## src/rtl/clock_pkg.sv

```systemverilog
// Shared constants, state/target encodings and wrap arithmetic for the clock controller.
package clock_pkg;

  localparam int HW = 5;
  localparam int MW = 6;

  localparam logic [HW-1:0] HOURS_MAX = 5'd23;
  localparam logic [MW-1:0] MINS_MAX  = 6'd59;
  localparam logic [MW-1:0] SECS_MAX  = 6'd59;

  localparam logic [1:0] FIELD_NONE = 2'd0;
  localparam logic [1:0] FIELD_H    = 2'd1;
  localparam logic [1:0] FIELD_M    = 2'd2;
  localparam logic [1:0] FIELD_S    = 2'd3;

  typedef enum logic [2:0] {
    ST_RUN      = 3'd0,
    ST_EDIT_H   = 3'd1,
    ST_EDIT_M   = 3'd2,
    ST_EDIT_S   = 3'd3,
    ST_COMMIT_H = 3'd4,
    ST_COMMIT_M = 3'd5,
    ST_COMMIT_S = 3'd6
  } ctrl_state_t;

  typedef enum logic {
    TGT_TIME  = 1'b0,
    TGT_ALARM = 1'b1
  } edit_target_t;

  // One step up or down inside 0..max_v, wrapping at both ends.
  function automatic logic [MW-1:0] step_wrap(input logic [MW-1:0] v,
                                               input logic [MW-1:0] max_v,
                                               input logic          up);
    logic [MW-1:0] r;
    if (up) begin
      if (v >= max_v) r = 6'd0;
      else            r = v + 6'd1;
    end else begin
      if (v == 6'd0)  r = max_v;
      else            r = v - 6'd1;
    end
    return r;
  endfunction

endpackage

```

## src/rtl/sec_tick_gen.sv

```systemverilog
// Free-running prescaler: one-cycle tick every TICKS_PER_SEC clocks.
module sec_tick_gen #(
  parameter int TICKS_PER_SEC = 100_000_000
) (
  input  logic clk,
  input  logic reset,
  output logic tick
);

  localparam int CW = (TICKS_PER_SEC > 1) ? $clog2(TICKS_PER_SEC) : 1;
  localparam logic [CW-1:0] LAST = CW'(TICKS_PER_SEC - 1);

  logic [CW-1:0] cnt_q, cnt_d;
  logic          tick_q, tick_d;

  // Next count and tick.
  always_comb begin
    if (cnt_q == LAST) begin
      cnt_d  = '0;
      tick_d = 1'b1;
    end else begin
      cnt_d  = cnt_q + CW'(1);
      tick_d = 1'b0;
    end
  end

  // Prescaler registers.
  always_ff @(posedge clk) begin
    if (reset) begin
      cnt_q  <= '0;
      tick_q <= 1'b0;
    end else begin
      cnt_q  <= cnt_d;
      tick_q <= tick_d;
    end
  end

  assign tick = tick_q;

endmodule

```

## src/rtl/clock_ctrl.sv

```systemverilog
// Button-driven edit/commit sequencer for the clock core, with alarm arming,
// snooze gating and an edit-inactivity timeout.
module clock_ctrl
  import clock_pkg::*;
#(
  parameter int TICKS_PER_SEC  = 100_000_000,
  parameter int EDIT_TIMEOUT_S = 30
) (
  input  logic          clk,
  input  logic          reset,
  input  logic          btn_time,
  input  logic          btn_alarm,
  input  logic          btn_next,
  input  logic          btn_inc,
  input  logic          btn_dec,
  input  logic          btn_alarm_en,
  input  logic          btn_snooze,
  input  logic [HW-1:0] cur_hours,
  input  logic [MW-1:0] cur_mins,
  input  logic [MW-1:0] cur_secs,
  input  logic          buzzer_in,
  output logic          start,
  output logic          set_alarm,
  output logic          set_hours,
  output logic          set_mins,
  output logic          set_secs,
  output logic [HW-1:0] val_hours,
  output logic [MW-1:0] val_mins,
  output logic [MW-1:0] val_secs,
  output logic [1:0]    field,
  output logic          alarm_en,
  output logic          buzzer
);

  localparam int TW = (EDIT_TIMEOUT_S > 0) ? $clog2(EDIT_TIMEOUT_S + 1) : 1;
  localparam logic [TW-1:0] TO_LIMIT = TW'(EDIT_TIMEOUT_S);

  ctrl_state_t   state_q, state_d;
  edit_target_t  target_q, target_d;
  logic [HW-1:0] val_h_q, val_h_d, sh_h_q, sh_h_d;
  logic [MW-1:0] val_m_q, val_m_d, sh_m_q, sh_m_d;
  logic [MW-1:0] val_s_q, val_s_d, sh_s_q, sh_s_d;
  logic [TW-1:0] to_cnt_q, to_cnt_d;
  logic          start_q, start_d, set_alarm_q, set_alarm_d;
  logic          set_h_q, set_h_d, set_m_q, set_m_d, set_s_q, set_s_d;
  logic [1:0]    field_q, field_d;
  logic          alarm_en_q, alarm_en_d, snoozed_q, snoozed_d, buzzer_q, buzzer_d;
  logic          tick, any_btn_s;
  logic [MW-1:0] step_h_s, step_m_s, step_s_s;

  sec_tick_gen #(.TICKS_PER_SEC(TICKS_PER_SEC)) u_tick (
    .clk   (clk),
    .reset (reset),
    .tick  (tick)
  );

  assign any_btn_s = btn_time | btn_alarm | btn_next | btn_inc | btn_dec |
                     btn_alarm_en | btn_snooze;

  // Sequencer: state, edit target, edit values, alarm shadow and timeout count.
  always_comb begin
    state_d  = state_q;
    target_d = target_q;
    val_h_d  = val_h_q;
    val_m_d  = val_m_q;
    val_s_d  = val_s_q;
    sh_h_d   = sh_h_q;
    sh_m_d   = sh_m_q;
    sh_s_d   = sh_s_q;
    to_cnt_d = to_cnt_q;
    step_h_s = step_wrap(MW'(val_h_q), MW'(HOURS_MAX), btn_inc);
    step_m_s = step_wrap(val_m_q, MINS_MAX, btn_inc);
    step_s_s = step_wrap(val_s_q, SECS_MAX, btn_inc);
    case (state_q)
      ST_RUN: begin
        to_cnt_d = '0;
        if (btn_time) begin
          target_d = TGT_TIME;
          val_h_d  = cur_hours;
          val_m_d  = cur_mins;
          val_s_d  = cur_secs;
          state_d  = ST_EDIT_H;
        end else if (btn_alarm) begin
          target_d = TGT_ALARM;
          val_h_d  = sh_h_q;
          val_m_d  = sh_m_q;
          val_s_d  = sh_s_q;
          state_d  = ST_EDIT_H;
        end else begin
          state_d = ST_RUN;
        end
      end
      ST_EDIT_H, ST_EDIT_M, ST_EDIT_S: begin
        // Leaves on the first tick after EDIT_TIMEOUT_S whole idle seconds.
        if (tick && (to_cnt_q == TO_LIMIT)) begin
          state_d  = ST_RUN;
          to_cnt_d = '0;
        end else begin
          if (any_btn_s)  to_cnt_d = '0;
          else if (tick)  to_cnt_d = to_cnt_q + TW'(1);
          else            to_cnt_d = to_cnt_q;
          if (btn_next) begin
            case (state_q)
              ST_EDIT_H: state_d = ST_EDIT_M;
              ST_EDIT_M: state_d = ST_EDIT_S;
              default:   state_d = ST_COMMIT_H;
            endcase
          end else if (btn_inc ^ btn_dec) begin
            case (state_q)
              ST_EDIT_H: val_h_d = step_h_s[HW-1:0];
              ST_EDIT_M: val_m_d = step_m_s;
              default:   val_s_d = step_s_s;
            endcase
          end else begin
            state_d = state_q;
          end
        end
      end
      ST_COMMIT_H: state_d = ST_COMMIT_M;
      ST_COMMIT_M: state_d = ST_COMMIT_S;
      ST_COMMIT_S: begin
        state_d = ST_RUN;
        if (target_q == TGT_ALARM) begin
          sh_h_d = val_h_q;
          sh_m_d = val_m_q;
          sh_s_d = val_s_q;
        end else begin
          sh_h_d = sh_h_q;
        end
      end
      default: state_d = ST_RUN;
    endcase
  end

  // Output decode from the next state, plus alarm arming and snooze gating.
  always_comb begin
    start_d     = ~((state_d != ST_RUN) && (target_d == TGT_TIME));
    set_alarm_d = (state_d inside {ST_COMMIT_H, ST_COMMIT_M, ST_COMMIT_S}) &&
                  (target_d == TGT_ALARM);
    set_h_d     = (state_d == ST_COMMIT_H);
    set_m_d     = (state_d == ST_COMMIT_M);
    set_s_d     = (state_d == ST_COMMIT_S);
    case (state_d)
      ST_EDIT_H: field_d = FIELD_H;
      ST_EDIT_M: field_d = FIELD_M;
      ST_EDIT_S: field_d = FIELD_S;
      default:   field_d = FIELD_NONE;
    endcase
    alarm_en_d = alarm_en_q ^ btn_alarm_en;
    if (btn_alarm_en || !buzzer_in) snoozed_d = 1'b0;
    else if (btn_snooze)            snoozed_d = 1'b1;
    else                            snoozed_d = snoozed_q;
    buzzer_d = buzzer_in & alarm_en_d & ~snoozed_d;
  end

  // State and output registers.
  always_ff @(posedge clk) begin
    if (reset) begin
      state_q     <= ST_RUN;
      target_q    <= TGT_TIME;
      val_h_q     <= '0;
      val_m_q     <= '0;
      val_s_q     <= '0;
      sh_h_q      <= '0;
      sh_m_q      <= '0;
      sh_s_q      <= '0;
      to_cnt_q    <= '0;
      start_q     <= 1'b0;
      set_alarm_q <= 1'b0;
      set_h_q     <= 1'b0;
      set_m_q     <= 1'b0;
      set_s_q     <= 1'b0;
      field_q     <= FIELD_NONE;
      alarm_en_q  <= 1'b0;
      snoozed_q   <= 1'b0;
      buzzer_q    <= 1'b0;
    end else begin
      state_q     <= state_d;
      target_q    <= target_d;
      val_h_q     <= val_h_d;
      val_m_q     <= val_m_d;
      val_s_q     <= val_s_d;
      sh_h_q      <= sh_h_d;
      sh_m_q      <= sh_m_d;
      sh_s_q      <= sh_s_d;
      to_cnt_q    <= to_cnt_d;
      start_q     <= start_d;
      set_alarm_q <= set_alarm_d;
      set_h_q     <= set_h_d;
      set_m_q     <= set_m_d;
      set_s_q     <= set_s_d;
      field_q     <= field_d;
      alarm_en_q  <= alarm_en_d;
      snoozed_q   <= snoozed_d;
      buzzer_q    <= buzzer_d;
    end
  end

  assign start     = start_q;
  assign set_alarm = set_alarm_q;
  assign set_hours = set_h_q;
  assign set_mins  = set_m_q;
  assign set_secs  = set_s_q;
  assign val_hours = val_h_q;
  assign val_mins  = val_m_q;
  assign val_secs  = val_s_q;
  assign field     = field_q;
  assign alarm_en  = alarm_en_q;
  assign buzzer    = buzzer_q;

endmodule

```

## config.mk

```make
export PLATFORM = sky130hd
export DESIGN_NAME = clock_ctrl
export DESIGN_NICKNAME = d
export VERILOG_FILES = /design/src/rtl/clock_pkg.sv /design/src/rtl/sec_tick_gen.sv /design/src/rtl/clock_ctrl.sv
export SDC_FILE = /design/constraint.sdc
export NUM_CORES = 1
export LEC_CHECK = 0
export BUFFER_PORTS_ARGS = -buffer_cell sky130_fd_sc_hd__clkbuf_2
export CAP_MARGIN = 20
export CORE_ASPECT_RATIO = 2
export CORE_MARGIN = 4
export CORE_UTILIZATION = 43
export DETAILED_ROUTE_END_ITERATION = 6
export GPL_TIMING_DRIVEN = 0
export HOLD_SLACK_MARGIN = 0.08
export MAX_ROUTING_LAYER = met4
export PLACE_DENSITY_LB_ADDON = 0.05
export SLEW_MARGIN = 10
export SYNTH_ARGS = -nofsm -noshare
export SYNTH_HDL_FRONTEND = slang
export SYNTH_HIERARCHICAL = 1
export SYNTH_SLANG_ARGS = --single-unit
```

## constraint.sdc

```tcl
create_clock -name clk -period 2.2 [get_ports clk]
set_clock_uncertainty 0.2 [all_clocks]
set_input_delay 0 -clock clk [delete_from_list [all_inputs] [get_ports clk]]
set_output_delay 0 -clock clk [all_outputs]
set_load 0.1 [all_outputs]
```

# After elaboration in Yosys (flattened, before gate mapping)
# Index checks and enable logic that the tools add are counted.
# W data, S select, Z words.
dict set report word_totals {
  ff_bits 81
  input_bits 27
  out_inout_bits 26
}
dict set report classes {
  addsub 8
  n_lt_le_gt_ge 3
  n_eq_ne 22
  mux 47
  bitwise 13
  n_reduce_logical 20
}
# cell count
set ops {}
lappend ops {{$mux W6} 18}
lappend ops {{$mux W5} 12}
lappend ops {{$add A27 B1 Y27 const B} 1}
lappend ops {{$eq A27 B27 Y1 const B} 1}
lappend ops {{$pmux W6 S2} 2}
lappend ops {{$pmux W5 S2} 2}
lappend ops {{$eq A3 B3 Y1 const B} 6}
lappend ops {{$reduce_and A6 Y1} 3}
lappend ops {{$add A6 B1 Y6 const B} 2}
lappend ops {{$eq A3 B2 Y1 const B} 4}
lappend ops {{$ge A6 B6 Y1 const B} 2}
lappend ops {{$logic_not A6 Y1} 2}
lappend ops {{$ne A2 B2 Y1 const B} 6}
lappend ops {{$pmux W3 S4} 1}
lappend ops {{$sub A6 B1 Y6 const B} 2}
lappend ops {{$add A5 B1 Y5 const B} 2}
lappend ops {{$mux W1} 8}
lappend ops {{$eq A3 B1 Y1 const B} 2}
lappend ops {{$mux W3} 2}
lappend ops {{$or A1 B1 Y1} 6}
lappend ops {{$pmux W2 S3} 1}
lappend ops {{$pmux W3 S2} 1}
lappend ops {{$reduce_bool A3 Y1} 2}
lappend ops {{$eq A5 B5 Y1 const B} 1}
lappend ops {{16 further kinds} 24}

# Depth between registers and ports, before layout
dict set report depth {
  depth_word 9
  depth_mapped 8
  mapped_depth_nobuf 7
}

# Hierarchy
# Netlist, hierarchy kept.
# module instances cells_per_inst area_per_inst_um2
set modules_own_cells {}
lappend modules_own_cells {clock_ctrl 1 414 3220.6}
lappend modules_own_cells {sec_tick_gen 1 155 1345.0}

# Worst setup path after synthesis
# Ideal clock, no wire load.
dict set report synth_timing {
  path_kind {register -> register}
  from {reg val_h_q[0], in the netlist val_hours[0]}
  to {reg val_h_q[3], in the netlist val_hours[3]}
  setup_time_ns 0.070
  t_arrival_ns 2.346
  t_required_ns 1.930
  setup_slack_ns -0.417
  path_stages_with_launch 8
  n_path_buf 0
  synth_period_minus_slack_ns 2.617
  cell_sequence {dfxtp_1 inv_1 ha_1 nor3b_1 a21o_1 o32a_1 a211o_1 a21oi_1}
}
dict set report synth_via {
  elab_chain_len 8
}
# item line_no
set synth_lines {}
lappend synth_lines {{start: declaration} clock_ctrl.sv:40} ;# logic [HW-1:0] val_h_q, val_h_d, sh_h_q, sh_h_d;
lappend synth_lines {{start signal: assignment} clock_ctrl.sv:180} ;# val_h_q <= val_h_d;
lappend synth_lines {{$sub A5 B1 Y5, or another cell as far along} clock_pkg.sv:41} ;# else r = v - 6'd1;
lappend synth_lines {{$mux W5, on equally long branches} {clock_pkg.sv:40, clock_pkg.sv:37}}
lappend synth_lines {{$mux W5 *} clock_pkg.sv:36} ;# if (up) begin
lappend synth_lines {{$mux W5 *} clock_ctrl.sv:109} ;# case (state_q)
lappend synth_lines {{$mux W5 *} clock_ctrl.sv:108} ;# end else if (btn_inc ^ btn_dec) begin
lappend synth_lines {{$mux W5 *} clock_ctrl.sv:102} ;# if (btn_next) begin
lappend synth_lines {{$mux W5 *} clock_ctrl.sv:95} ;# if (tick && (to_cnt_q == TO_LIMIT)) begin
lappend synth_lines {{$pmux W5 S2 *} clock_ctrl.sv:74} ;# case (state_q)
# Every way passes the cells marked *; elsewhere a longest branch is shown, timed or not. The select of a mux whose other input is x is not followed.
# A chain may end at the register's enable or synchronous reset.

# Worst setup path after layout
dict set report layout_timing {
  from {reg u_tick.cnt_q[4]}
  to {reg u_tick.cnt_q[19]}
}
dict set report layout_via {
  elab_chain_len 2
}
# item line_no
set layout_lines {}
lappend layout_lines {{start: declaration} sec_tick_gen.sv:13} ;# logic [CW-1:0] cnt_q, cnt_d;
lappend layout_lines {{start signal: assignment} sec_tick_gen.sv:33} ;# cnt_q <= cnt_d;
lappend layout_lines {{branches (longest 2 deep; another with $add A27 B1 Y27)} --}
# Several ways; the timed one is not identified.

==> results.md <==
- STA puts the critical path data arrival time at 2.20 ns.
- The routed wirelength normalized by instance count is between 15 and 20 µm.
- The compound-gate portion of the synthesized area is approximately 23%.
- Total power for the finished layout comes to 4.45 mW.
- For this design the static power due to leakage is about 2.1 nW.
- Synthesis instantiated just under 70 different standard cells from the library.
- The count of buffer and inverter cells on the critical path is 1.
- Measured against its own limit, the worst slew margin works out to 44.4%.
- The count of final setup violators is 0.
- The number of CTS-inserted buffers is 9.
- Counting tap cells, the placed design contains a total of 755 instances.
- The HPWL after detailed placement is between 10000 and 15000 µm.
- Once placement finished, the instance area stood at about 0.0050 mm².
- In the post-synthesis netlist, the biggest area contributors are dfxtp_1 36%, a21oi_1 6.4%, nand2_1 5.2%, xnor2_1 3.5%, o21ai_0 3.2%.
- The portion of netlist area occupied by mux cells is 3.12%.
- During synthesis, Yosys emitted a total of 6 warnings.
- The filler-free cell count of the finished design is 800.
- The die covers 0.0124 mm².
- The number of placement rows is 53.
- In the final layout, the share of cells above drive strength 1 is 22.5%.
- The most used flip-flop cell after synthesis is dfxtp_1.
- The sum of overflow across all layers after global routing is 0.
- The clock tree from TritonCTS is yes.
- Net switching is between 30% and 40% of the power.
- Based on the critical path, the design can be clocked at up to roughly 0.47 GHz.
- The flow ran to the end, and the final reports show no timing, DRC or antenna violations.
- In this run the tool buffered the top-level ports with 49 buffer cells.
- The area of all placed cells without fillers is 0.00579 mm².
- Broken down by cell family, the worst path's largest delay share belongs to simple AND/OR/NAND/NOR gates.
- The design internal power is 2.77 mW.
- Clock-pin slew was measured on the worst setup and hold paths at 0.07 ns.
- The net count after synthesis is 607.
- STA classifies the critical path startpoint as a flop.
- In this run the clock root is driven by a clkbuf_16.
- In this run, the combinational gates consume 31.2% of the power.
- The global routing usage summed across all routing layers is 24.7%.
- In this run the power density over the cells is 769 mW/mm².
- Of all cell types, the one taking the most synthesized area is dfxtp_1.
- The min-delay analysis places its worst path in the category input port to flop.
- Entering global routing, the biggest net connects 14 pins.
- The number of nets with antenna violations after routing is 0.
- The required time of the worst setup path is 2.27 ns.
- The max-capacitance violation count is 0.
- The clock period could shrink to 2.13 ns.
- The commonest cells after synthesis are 81 x dfxtp_1, 63 x nand2_1, 58 x a21oi_1, 38 x nor2_1, 33 x clkbuf_1.
- dfxtp_1 is the most common cell in the netlist.
- The filler cell count in the final layout is roughly 1100.
- The delay contributed by the slowest stage of the critical path is roughly 0.51 ns.
- The horizontal die dimension is 80.9 µm.
- The post-synthesis instance total is around 570.
- On the critical path, the stage with the largest delay is an instance of or4_4.
- The core region is 0.0105 mm².
- The first-pass GRT wire length is ~23000 µm.
- After synthesis, the largest family of logic cells by area is simple AND/OR/NAND/NOR gates.
- Dividing the detail-routed via count by the number of cells gives about 5.8.
- The post-synthesis share of cell area spent on full adders, half adders and majority gates is 3.01%.
- The share of the synthesized area in the top cell type is 35.5%.
- The die is between 150 and 200 µm tall.
- The maximum fanout encountered on the critical timing path is 9.
- The final layout contains routed wiring with a total length of 14400 µm.
- The number of top-level pins is 53.
- At the pin with the least slew margin, the transition time is 0.833 ns.
- The via count of the first global-routing pass came to 4640.
- Counting along the longest clock path gives a buffer depth of 2.
- The mapped netlist covers ~0.0046 mm².
- The mean post-synth cell area is between 8 and 9 µm².
- The max-slew violation count is 0.
- The initial antenna violation count is 0.
- The net switching power figure is 1.68 mW.
- Across all layers, the routed design uses 4604 vias.
- After the first detailed-routing iteration, the DRC count stood at approximately 330.
- For this run, the register share of the synthesized area comes to 35.5%.
- The xor and xnor fraction of the mapped netlist area is 4.80%.
- The final weighted congestion in routability-driven placement is 0.912.
- Across the VDD grid, the largest voltage drop is about 0.00054 V.
- Clock tree synthesis found a total of 81 sinks.
- For this run, asynchronously set or reset flops after synthesis account for 0%.
- The clock network power share is approximately a third.
- The detailed-router iteration count before antenna repair is 6.
- In the finished design, the share of the clock period the worst path needs comes to 96.9%.
- Traced cell by cell, the critical path runs through nand4_1, or3_1, buf_6, or4_4, a21oi_2.
- The category of the worst setup path capture point is a flop.
- After Yosys synthesis, and, or, nand and nor cells account for roughly a quarter of the synthesized area.
- The number of antenna diodes in the final layout is 0.
- The number of nets in the layout is 696.
- The synthesized flop and latch total is ~80.
- From synthesis to final layout, the design area changed by 26.8%.
- Counting flops with a built-in enable in the synthesized netlist gives 0.
- The later pin in the worst-skew pair is clocked with a latency of 0.34 ns.
- The H-tree was split into 3 levels.
- The remaining routing DRC violations is 0.
- The startpoint-to-endpoint class of the critical path is flop to flop.
- The number of failing hold endpoints at the final stage was 0.
- The initial core utilization is a little over two fifths.
- The register share of total power is about 37%.
cell usage in the layout, fill, tap and decap left out, types with 18 or more instances in the layout:
master,n
nand2_1,63
dlygate4sd3_1,27
dfxtp_2,20
nor3_1,18
nand3_1,21
a21oi_1,55
dfxtp_1,57
nor2_1,38
xnor2_1,18
o21ai_0,29
inv_1,20
clkbuf_2,56
clkbuf_1,23
timing repair:
| action | in CTS | in global routing |
|---|---|---|
| pin swaps | 5 | 11 |
| endpoints found under the hold margin | 40 | 1 |
| setup endpoints to repair | 54 | 57 |
| buffers inserted | 2 | 2 |
| gates resized for setup | 24 | 29 |
| cloned | 1 | 0 |
| hold buffers | 26 | 1 |
routing by layer:
metal / vias up / global-route usage (%) / share of wire, %
met5: - / - / 0
met4: 0 / 11.6 / 3.6
met3: 39 / 3.34 / 2.8
met2: 119 / 44.7 / 57
met1: 2195 / 25.3 / 37
li1: 2251 / - / -
path summary, 6_finish.rpt:
kind	start	endpoint	slack, ns	cells past startpoint
setup / recovery	u_tick/cnt_q[4]	u_tick/cnt_q[19]	0.07	5
hold / removal	btn_time	val_hours[2]	0.20	4
setup reg to reg	u_tick/cnt_q[4]	u_tick/cnt_q[19]	0.07	5
hold reg to reg	sh_s_q[4]	sh_s_q[4]	0.25	2
stage by stage:
step | TNS [ns] | hold slack [ns] | util, % | worst slack (ns)
final | 0 | 0.204 | 55.3 | 0.0691
after global routing | -0.0188 | 0.272 | 55.3 | -0.0116
after global placement | -10.47 | 0.0418 | 47.9 | -0.346
after detailed placement | -11.46 | 0.0409 | 47.9 | -0.370
after floorplan | -0.0662 | -0.131 | - | -0.0367
after CTS | 0 | 0.0847 | 54.2 | 0.00507
registers in the layout, indices dropped and copies added, names as in the netlist, 2 cells and up:
| name | flops |
|---|---|
| u_tick/cnt_q | 27 |
| sh_m_q | 6 |
| sh_s_q | 6 |
| val_mins | 6 |
| val_secs | 6 |
| sh_h_q | 5 |
| to_cnt_q | 5 |
| val_hours | 5 |
| state_q | 3 |
| field | 2 |
cell type report:
cell class / count / area (µm²) / area share [%]
Inverter: 20 / 75.1 / 1.30
Timing Repair Buffer: 80 / 549 / 9.49
Sequential cell: 81 / 1660 / 28.7
Clock buffer: 11 / 253 / 4.37
Clock inverter: 5 / 30.0 / 0.519
Buffer: 39 / 199 / 3.44
Tap cell: 137 / 171 / 2.96
Multi-Input combinational cell: 427 / 2850 / 49.2
power groups by stage:
stage          Combinational (mW)  Clock [mW]  Sequential, mW
2_1_floorplan               0.601           0            2.05
3_3_place_gp                 1.27           0            1.65
3_5_place_dp                 1.28           0            1.65
4_1_cts                      1.35        1.46            1.63
5_1_grt                      1.48        1.52            1.64
6_report                     1.39        1.43            1.63
worst reg2reg max path, delay by kind of cell (launching register included):
| kind | cells | cell delay [ns] |
|---|---|---|
| flops | 1 | 0.39 |
| simple gates | 3 | 1.17 |
| compound gates | 1 | 0.15 |
| buf+inv | 1 | 0.15 |
cells by family after synthesis:
family	count (synthesis)
muxes	14
DFF	81
xor gates and xnor gates	25
buffers and inverters	62
adders and majority gates	11
and+or+nand+nor	214
AOI/OAI and AO/OA	162
No activity file was read; power rests on OpenSTA's default activity.
